<file path="src/rtl/ex_branch_resolve.sv">
// ex_branch_resolve
// Execute-stage branch resolution with a 2-entry output FIFO, a registered
// {N,Z,C,V} flag register, a one-cycle redirect pulse and a wrong-path
// squash counter that drops the next SQUASH_DEPTH accepted inputs after a
// redirect.
//
// Optional feature: define EX_OVF_TRAP_EN to turn trapping signed add/sub
// overflow (ovf_chk & overflow) into a trap pulse. Without the macro, trap
// and trap_pc are tied low and ovf_chk is ignored.
module ex_branch_resolve #(
    parameter int unsigned SQUASH_DEPTH = 2
) (
    input  logic        clk,
    input  logic        rst_n,
    input  logic        in_valid,
    output logic        in_ready,
    input  logic [31:0] alu_result,
    input  logic        carry_out,
    input  logic        zero,
    input  logic        overflow,
    input  logic        negative,
    input  logic [2:0]  br_type,
    input  logic [31:0] br_target,
    input  logic [31:0] pc_in,
    input  logic        flags_we,
    input  logic        ovf_chk,
    output logic        out_valid,
    input  logic        out_ready,
    output logic [31:0] out_result,
    output logic [31:0] out_pc,
    output logic [3:0]  flags,
    output logic        redirect,
    output logic [31:0] redirect_pc,
    output logic        trap,
    output logic [31:0] trap_pc
);

    localparam logic [2:0] SQUASH_LOAD = 3'(SQUASH_DEPTH);

    typedef enum logic [2:0] {
        BR_NONE = 3'd0,
        BR_BEQ  = 3'd1,
        BR_BNE  = 3'd2,
        BR_BLT  = 3'd3,
        BR_BGE  = 3'd4,
        BR_BLTU = 3'd5,
        BR_BGEU = 3'd6,
        BR_JUMP = 3'd7
    } br_type_e;

    // FIFO storage and pointers
    logic [31:0] res_q [2];
    logic [31:0] pc_q  [2];
    logic        rd_ptr_q, rd_ptr_d;
    logic        wr_ptr_q, wr_ptr_d;
    logic [1:0]  count_q, count_d;

    // Control state
    logic        rdy_en_q;
    logic [2:0]  squash_q, squash_d;
    logic [3:0]  flags_q, flags_d;
    logic        redirect_q;
    logic [31:0] redirect_pc_q;

    // Decoded per-cycle events
    logic        fifo_full;
    logic        squash_active;
    logic        accept;
    logic        live;
    logic        is_trap;
    logic        trap_fire;
    logic        push;
    logic        pop;
    logic        br_taken;
    logic        redirect_fire;

    // Handshake and event decode; a full FIFO still accepts when the head
    // is leaving this cycle, and a squashing block always accepts since the
    // dropped input never needs a FIFO slot.
    always_comb begin
        fifo_full     = (count_q == 2'd2);
        squash_active = (squash_q != 3'd0);
        in_ready      = rdy_en_q & (~fifo_full | squash_active | out_ready);
        accept        = in_valid & in_ready;
        live          = accept & ~squash_active;
        out_valid     = (count_q != 2'd0);
        pop           = out_valid & out_ready;
        trap_fire     = live & is_trap;
        push          = live & ~is_trap;
        redirect_fire = push & br_taken;
    end

`ifdef EX_OVF_TRAP_EN
    logic        trap_q;
    logic [31:0] trap_pc_q;

    assign is_trap = ovf_chk & overflow;

    // Trap pulse register: one-cycle pulse carrying the faulting PC
    always_ff @(posedge clk or negedge rst_n) begin
        if (!rst_n) begin
            trap_q    <= 1'b0;
            trap_pc_q <= 32'd0;
        end else begin
            trap_q <= trap_fire;
            if (trap_fire) begin
                trap_pc_q <= pc_in;
            end
        end
    end

    assign trap    = trap_q;
    assign trap_pc = trap_pc_q;
`else
    logic unused_ovf_chk;

    assign unused_ovf_chk = ovf_chk;
    assign is_trap        = 1'b0;
    assign trap           = 1'b0;
    assign trap_pc        = 32'd0;
`endif

    // Branch condition evaluation from the ALU flags of the current input
    always_comb begin
        br_taken = 1'b0;
        case (br_type_e'(br_type))
            BR_NONE: br_taken = 1'b0;
            BR_BEQ:  br_taken = zero;
            BR_BNE:  br_taken = ~zero;
            BR_BLT:  br_taken = negative ^ overflow;
            BR_BGE:  br_taken = ~(negative ^ overflow);
            BR_BLTU: br_taken = carry_out;
            BR_BGEU: br_taken = ~carry_out;
            BR_JUMP: br_taken = 1'b1;
            default: br_taken = 1'b0;
        endcase
    end

    // Next-state for FIFO pointers, occupancy, squash counter and flags
    always_comb begin
        rd_ptr_d = rd_ptr_q;
        wr_ptr_d = wr_ptr_q;
        count_d  = count_q;
        squash_d = squash_q;
        flags_d  = flags_q;

        if (pop) begin
            rd_ptr_d = ~rd_ptr_q;
        end
        if (push) begin
            wr_ptr_d = ~wr_ptr_q;
        end
        case ({push, pop})
            2'b10:   count_d = count_q + 2'd1;
            2'b01:   count_d = count_q - 2'd1;
            default: count_d = count_q;
        endcase

        if (accept && squash_active) begin
            squash_d = squash_q - 3'd1;
        end else if (redirect_fire || trap_fire) begin
            squash_d = SQUASH_LOAD;
        end

        if (push && flags_we) begin
            flags_d = {negative, zero, carry_out, overflow};
        end
    end

    // FIFO entry storage, written at the write pointer on every push
    always_ff @(posedge clk or negedge rst_n) begin
        if (!rst_n) begin
            res_q[0] <= 32'd0;
            res_q[1] <= 32'd0;
            pc_q[0]  <= 32'd0;
            pc_q[1]  <= 32'd0;
        end else if (push) begin
            res_q[wr_ptr_q] <= alu_result;
            pc_q[wr_ptr_q]  <= pc_in;
        end
    end

    // Control state registers; rdy_en_q keeps in_ready low until the first
    // clock edge after reset is released
    always_ff @(posedge clk or negedge rst_n) begin
        if (!rst_n) begin
            rd_ptr_q <= 1'b0;
            wr_ptr_q <= 1'b0;
            count_q  <= 2'd0;
            squash_q <= 3'd0;
            flags_q  <= 4'd0;
            rdy_en_q <= 1'b0;
        end else begin
            rd_ptr_q <= rd_ptr_d;
            wr_ptr_q <= wr_ptr_d;
            count_q  <= count_d;
            squash_q <= squash_d;
            flags_q  <= flags_d;
            rdy_en_q <= 1'b1;
        end
    end

    // Redirect pulse register: high for exactly one cycle after a taken branch
    always_ff @(posedge clk or negedge rst_n) begin
        if (!rst_n) begin
            redirect_q    <= 1'b0;
            redirect_pc_q <= 32'd0;
        end else begin
            redirect_q <= redirect_fire;
            if (redirect_fire) begin
                redirect_pc_q <= br_target;
            end
        end
    end

    assign out_result  = res_q[rd_ptr_q];
    assign out_pc      = pc_q[rd_ptr_q];
    assign flags       = flags_q;
    assign redirect    = redirect_q;
    assign redirect_pc = redirect_pc_q;

endmodule

</file>
<file path="config.mk">
export PLATFORM = sky130hd
export DESIGN_NAME = ex_branch_resolve
export DESIGN_NICKNAME = d
export VERILOG_FILES = /design/src/rtl/ex_branch_resolve.sv
export SDC_FILE = /design/constraint.sdc
export NUM_CORES = 1
export LEC_CHECK = 0
export ABC_AREA = 0
export CAP_MARGIN = 20
export CORE_ASPECT_RATIO = 0.8
export CORE_MARGIN = 3
export CORE_UTILIZATION = 52
export DETAILED_ROUTE_END_ITERATION = 10
export PLACE_DENSITY = 0.95
export REMOVE_ABC_BUFFERS = 1
export SLEW_MARGIN = 5
export SYNTH_ARGS = -nofsm -noshare
export SYNTH_HDL_FRONTEND = slang
export SYNTH_SLANG_ARGS = --single-unit
</file>
<file path="constraint.sdc">
create_clock -name clk -period 3.8 [get_ports clk]
set_clock_uncertainty 0.1 [all_clocks]
set_input_delay 0.95 -clock clk [delete_from_list [all_inputs] [get_ports clk]]
set_output_delay 0.95 -clock clk [all_outputs]
set_load 0.05 [all_outputs]
</file>
==> results of run 1 <==
## registers in the layout, indices dropped and copies added (netlist names)
signal and count:
rd_ptr_q 1, redirect_pc 32, wr_ptr_q 1, pc_q 64, flags 4, squash_q 3
rdy_en_q 1, res_q 64, redirect 1, count_q 2
## cells by family (layout without fill, tap and decap cells)
group                      count (synthesis)  in the layout
other                                      2             34
muxes                                    201            201
xor gates and xnor gates                   8              8
adders and majority gates                  3              3
AOI/OAI and AO/OA                         72             72
and+or+nand+nor                          112            112
DFF                                      173            173
buffers and inverters                     84            261
## cells in the mapped netlist (all sizes together)
library cell / instances / area [um^2]
conb: 2 / 7.51
o211ai: 32 / 240
buf: 53 / 377
nor3b: 34 / 267
nand2: 2 / 10.0
dfrtp: 173 / 4330
xnor2: 5 / 43.8
clkbuf: 27 / 101
nand3: 65 / 325
a22o: 1 / 8.76
inv: 4 / 15.0
or2: 1 / 6.26
and2: 2 / 12.5
nor2: 5 / 42.5
a221o: 1 / 10.0
nor3: 1 / 5.00
mux2: 198 / 2450
or3: 1 / 6.26
xor2: 3 / 26.3
a21oi: 2 / 10.0
ha: 3 / 37.5
a22oi: 33 / 253
a21boi: 1 / 7.51
mux2i: 3 / 33.8
o21ai: 1 / 5.00
nand3b: 1 / 7.51
a31oi: 1 / 6.26
## worst register-to-register path, cell delays in order, from the launching register on
cell and delay, ns:
dfrtp_1 0.38, inv_1 0.10, ha_1 0.18, ha_1 0.20
nand3_1 0.15, nor2_4 0.21, inv_2 0.10, nor2_8 0.09
buf_12 0.40, mux2_1 0.46
## power breakdown
part	switching, mW	internal [mW]	total (mW)
Combinational	3.58	2.50	6.08
Clock	0.760	1.12	1.88
Sequential	0.489	2.68	3.17
Total	4.83	6.30	11.1
## path summary, 6_finish.rpt
path | slack, ns | endpoint | start | depth (start not counted)
max in group asynchronous | 2.39 | pc_q[46] | rst_n | 2
min in group asynchronous | 0.44 | redirect_pc[27] | rst_n | 1
hold / removal | 0.35 | squash_q[0] | squash_q[0] | 1
hold reg to reg | 0.35 | squash_q[0] | squash_q[0] | 1
setup reg to reg | 1.32 | res_q[32] | squash_q[0] | 9
setup / recovery | 0.46 | out_result[10] | rd_ptr_q | 3
## through the flow
| step | hold WS [ns] | utilization, % | setup slack [ns] |
|---|---|---|---|
| global placement | 0.339 | 67.6 | 0.630 |
| detailed placement | 0.345 | 67.6 | 0.606 |
| floorplan | 0.324 | - | 0.0361 |
| CTS | 0.354 | 71.6 | 0.440 |
| global route | 0.393 | 71.7 | 0.394 |
| finish | 0.355 | 71.7 | 0.458 |
## layer usage
layer	routed length, um	up-vias
met2	10500	221
met5	0	-
li1	-	2722
met1	8870	3037
met4	464	0
met3	1360	41
## layout make-up
| type | instances | area [um^2] |
|---|---|---|
| inverter | 4 | 15.0 |
| sequential | 173 | 4330 |
| tap | 215 | 269 |
| clock inverter | 13 | 199 |
| timing repair buffer | 225 | 2280 |
| multi-input combinational | 430 | 3950 |
| clock buffer | 19 | 433 |
| fill | 1082 | 4520 |
==> impl_metrics.json, run 1 <==
{
  "status": "complete, no violations",
  "clockRootBuffer": "clkbuf_16",
  "synth_seq_area_share_pct": 50.1,
  "dpl_cell_area_mm2": 0.0108,
  "endpoint_kind": "output port",
  "path_class": "reg -> out",
  "total_power_mw": 11.1,
  "cp_cell_sequence": "buf_12 > mux2_2 > clkdlybuf4s50_1",
  "vias": 6021,
  "top_usage_layer": "met2",
  "die-width_um": 150,
  "syn-instance-count": 655,
  "relSlewSlack_pct": 56.2,
  "crit_slowest_cell": "clkdlybuf4s50_1",
  "setup_viol_count_final": 0,
  "io_buffer_count": 210,
  "grt_overflow": 0,
  "drt_first_pass_iters": 5,
  "grt_pass1_vias": 6321,
  "clockBufferDepth": 2,
  "drive_above_1_share_pct": 20.6,
  "critPathBufInv": 2,
  "irDropWorstVdd_mv": 0.799,
  "antennaDiodeCount": 0,
  "slew_viol_final": 0,
  "die-area_mm2": 0.0182,
  "synthesis.area_mm2": 0.00865,
  "gp_congestion": 0.809,
  "drc": 0,
  "cp_max_fo": 65,
  "grt_pass1_wl_mm": 33.6,
  "yosys.area_share.adder_pct": 0.434,
  "routed_wl_mm": 21.2,
  "post_drt_wl_per_cell_um": 19.6,
  "cp.arrival_ns": 2.29,
  "final_nets": 963,
  "cts_max_level": 4,
  "met2_usage_pct": 38.1,
  "grtUsageMet3_pct": 5.71,
  "synth_compound_area_share_pct": 6.25,
  "cp_data_required_time_ns": 2.75,
  "powerDensity_mw_per_mm2": 970,
  "cts_buffers": 17,
  "finalNonFillerCells": 1079,
  "num_rows": 41,
  "max_freq_ghz": 0.299,
  "cts_resized": 0,
  "initial_utilization_pct": 54.0,
  "layout_commonest_cell": "clkdlybuf4s50_1",
  "cts_setup_buffers": 0,
  "p_leak_nw": 4.83,
  "viasPerCell": 5.58,
  "ys_types": 39,
  "drv_cap": 0,
  "cts.sinks": 173,
  "worst_pin_slew_ns": 0.657,
  "dp_hpwl_mm": 14.0,
  "synthToLayoutAreaGrowth_pct": 32.8,
  "synthSimpleGateAreaFrac_pct": 7.88,
  "synth_mux_area_share_pct": 28.8,
  "final_antenna_net_count": 0,
  "yosys_warnings": 0,
  "mostFrequentLayoutCells": "208 x clkdlybuf4s50_1, 172 x dfrtp_1, 77 x mux2_1",
  "drt-initial-drc-count": 486,
  "finalCritPeriodShare_pct": 87.9,
  "grt_usage_pct": 23.2,
  "holdBufCountCts": 0,
  "dieHeight_um": 121,
  "path_clk_slew_ns": 0.06,
  "placedCellCount": 1046,
  "hold_viol": 0,
  "cts_tree": "built",
  "met1_usage_pct": 30.4,
  "core-area_mm2": 0.0160,
  "grt_max_degree": 69,
  "crit_path_start_kind": "flip-flop",
  "synth_top_family_by_area": "multiplexers",
  "fin_tns_setup_ns": 0,
  "path_delay_family": "buffers and inverters",
  "fin_area_mm2": 0.0115,
  "grt_antenna_before_repair": 0,
  "rsz0062_at_grt": "no",
  "max_stage_delay_ns": 0.74,
  "hold_path.class": "reg -> reg",
  "fin_crit_ns": 3.34,
  "yosys_register_bits": 173,
  "clk_latency_ns": 0.41,
  "synth_area_per_cell_um2": 13.2,
  "yosys.area_share.xor_xnor_pct": 0.810,
  "boundaryPins": 245
}
No activity file was read; power rests on OpenSTA's default activity.
==> run 2, diff against run 1 <==
--- a/config.mk
+++ b/config.mk
@@ -8,11 +8,9 @@
 export ABC_AREA = 0
 export CAP_MARGIN = 20
 export CORE_ASPECT_RATIO = 0.8
-export CORE_MARGIN = 3
 export CORE_UTILIZATION = 52
 export DETAILED_ROUTE_END_ITERATION = 10
 export PLACE_DENSITY = 0.95
-export REMOVE_ABC_BUFFERS = 1
 export SLEW_MARGIN = 5
 export SYNTH_ARGS = -nofsm -noshare
 export SYNTH_HDL_FRONTEND = slang
==> run 2 against run 1 <==
Hold slack better by 0.0094 ns. Sequential share of layout area hardly changed. Combinational power is 1% lower. Via count up 1.7%. Clock-buffer cell count shrank 2. Core utilization about the same. Register-to-register slack got worse by 0.26 ns. First-iteration DRC count decreased by 42%. Fmax fell by 8.6%. Largest power group unchanged.
==> impl_metrics.json, run 2 (synthesized netlist as in run 1, its figures left out) <==
{
  "rsz0062_at_grt": "no",
  "cts_buffers": 17,
  "drt-initial-drc-count": 281,
  "path_class": "reg -> out",
  "core-area_mm2": 0.0160,
  "grt_overflow": 0,
  "grt_max_degree": 74,
  "routed_wl_mm": 20.8,
  "io_buffer_count": 210,
  "num_rows": 41,
  "finalCritPeriodShare_pct": 96.2,
  "grt_antenna_before_repair": 0,
  "drv_cap": 0,
  "hold_path.class": "reg -> reg",
  "clockBufferDepth": 2,
  "cp_cell_sequence": "buf_12 > mux2_2 > clkdlybuf4s50_1",
  "initial_utilization_pct": 54.0,
  "grt_pass1_wl_mm": 34.0,
  "clk_latency_ns": 0.43,
  "drc": 0,
  "powerDensity_mw_per_mm2": 959,
  "antennaDiodeCount": 0,
  "die-width_um": 146,
  "crit_path_start_kind": "flip-flop",
  "worst_pin_slew_ns": 0.671,
  "cts_max_level": 4,
  "post_drt_wl_per_cell_um": 19.2,
  "cp.arrival_ns": 2.61,
  "fin_tns_setup_ns": 0,
  "cp_data_required_time_ns": 2.75,
  "crit_slowest_cell": "dfrtp_2",
  "fin_crit_ns": 3.66,
  "vias": 6122,
  "cts_setup_buffers": 0,
  "drive_above_1_share_pct": 21.2,
  "endpoint_kind": "output port",
  "cts.sinks": 173,
  "final_antenna_net_count": 0,
  "grt_usage_pct": 25.0,
  "relSlewSlack_pct": 55.3,
  "hold_viol": 0,
  "viasPerCell": 5.65,
  "slew_viol_final": 0,
  "final_nets": 967,
  "drt_first_pass_iters": 5,
  "total_power_mw": 11.0,
  "gp_congestion": 0.791,
  "critPathBufInv": 2,
  "cts_resized": 0,
  "clockRootBuffer": "clkbuf_16",
  "p_leak_nw": 4.84,
  "dieHeight_um": 117,
  "mostFrequentLayoutCells": "208 x clkdlybuf4s50_1, 172 x dfrtp_1, 77 x mux2_1",
  "path_clk_slew_ns": 0.07,
  "irDropWorstVdd_mv": 0.564,
  "dp_hpwl_mm": 14.0,
  "status": "complete, no violations",
  "synthToLayoutAreaGrowth_pct": 32.8,
  "grt_pass1_vias": 6340,
  "holdBufCountCts": 0,
  "max_stage_delay_ns": 0.73,
  "max_freq_ghz": 0.273,
  "cp_max_fo": 40,
  "cts_tree": "built",
  "path_delay_family": "buffers and inverters",
  "die-area_mm2": 0.0172,
  "layout_commonest_cell": "clkdlybuf4s50_1",
  "boundaryPins": 245,
  "setup_viol_count_final": 0
}
## run 2: cell types whose count changed in the layout (fill, tap and decap cells not counted), sizes merged
cell,before,now
clkbuf,19,17
inv,10,12
bufinv,4,0
buf,17,21
clkinvlp,2,0
clkinv,1,7
## run 2: final timing paths
| path | start | endpoint | slack, ns | cells past startpoint |
|---|---|---|---|---|
| worst min register to register | squash_q[0] | squash_q[0] | 0.36 | 1 |
| worst max-delay path | rd_ptr_q | out_pc[27] | 0.14 | 3 |
| worst min-delay path | squash_q[0] | squash_q[0] | 0.36 | 1 |
| max in group asynchronous | rst_n | rd_ptr_q | 2.41 | 2 |
| min in group asynchronous | rst_n | pc_q[26] | 0.37 | 1 |
| worst max register to register | squash_q[0] | res_q[32] | 1.06 | 9 |
## run 2: cell type report
| class | instances | area [um^2] |
|---|---|---|
| Inverter | 4 | 15.0 |
| Sequential cell | 173 | 4330 |
| Multi-Input combinational cell | 430 | 3960 |
| Clock inverter | 15 | 173 |
| Tap cell | 215 | 269 |
| Timing Repair Buffer | 229 | 2310 |
| Clock buffer | 17 | 425 |
| Fill cell | 1058 | 4520 |
## run 2: metrics by stage
stage               std cells  hold slack (ns)  setup WS [ns]  area (um^2)  utilization, %
floorplan                 687            0.324          0.759         8770               -
global placement         1050            0.338          0.503        10900            67.9
detailed placement       1050            0.359          0.418        10900            67.9
CTS                      1082            0.368          0.121        11500            71.6
global route             1083            0.399         0.0670        11500            71.7
finish                   1083            0.364          0.143        11500            71.7
## run 2: worst reg2reg max path, delay by kind of cell, from the launching register on
family | cells | cell delay, ns
buffers and inverters | 3 | 0.61
adders and majority gates | 2 | 0.34
DFF | 1 | 0.38
and+or+nand+nor | 3 | 0.80
muxes | 1 | 0.38
## run 2: metal layers
metal,global-route usage (%),part of all wire [%]
met1,33.2,44
met2,39.9,48
met3,6.93,7.2
met4,7.36,1.3
met5,0,0
## run 2: report_power, final
group          leakage, nW  internal, mW  switching (mW)
registers             2.05          2.68           0.569
logic                 2.50          2.52            3.51
clock network        0.295         0.893           0.848
==> run 3, diff against run 2 <==
--- a/config.mk
+++ b/config.mk
@@ -10,6 +10,7 @@
 export CORE_ASPECT_RATIO = 0.8
 export CORE_UTILIZATION = 52
 export DETAILED_ROUTE_END_ITERATION = 10
+export GPL_TIMING_DRIVEN = 1
 export PLACE_DENSITY = 0.95
 export SLEW_MARGIN = 5
 export SYNTH_ARGS = -nofsm -noshare
==> results of run 3 <==
Final layout, timing and power as in run 2 (identical DEF).
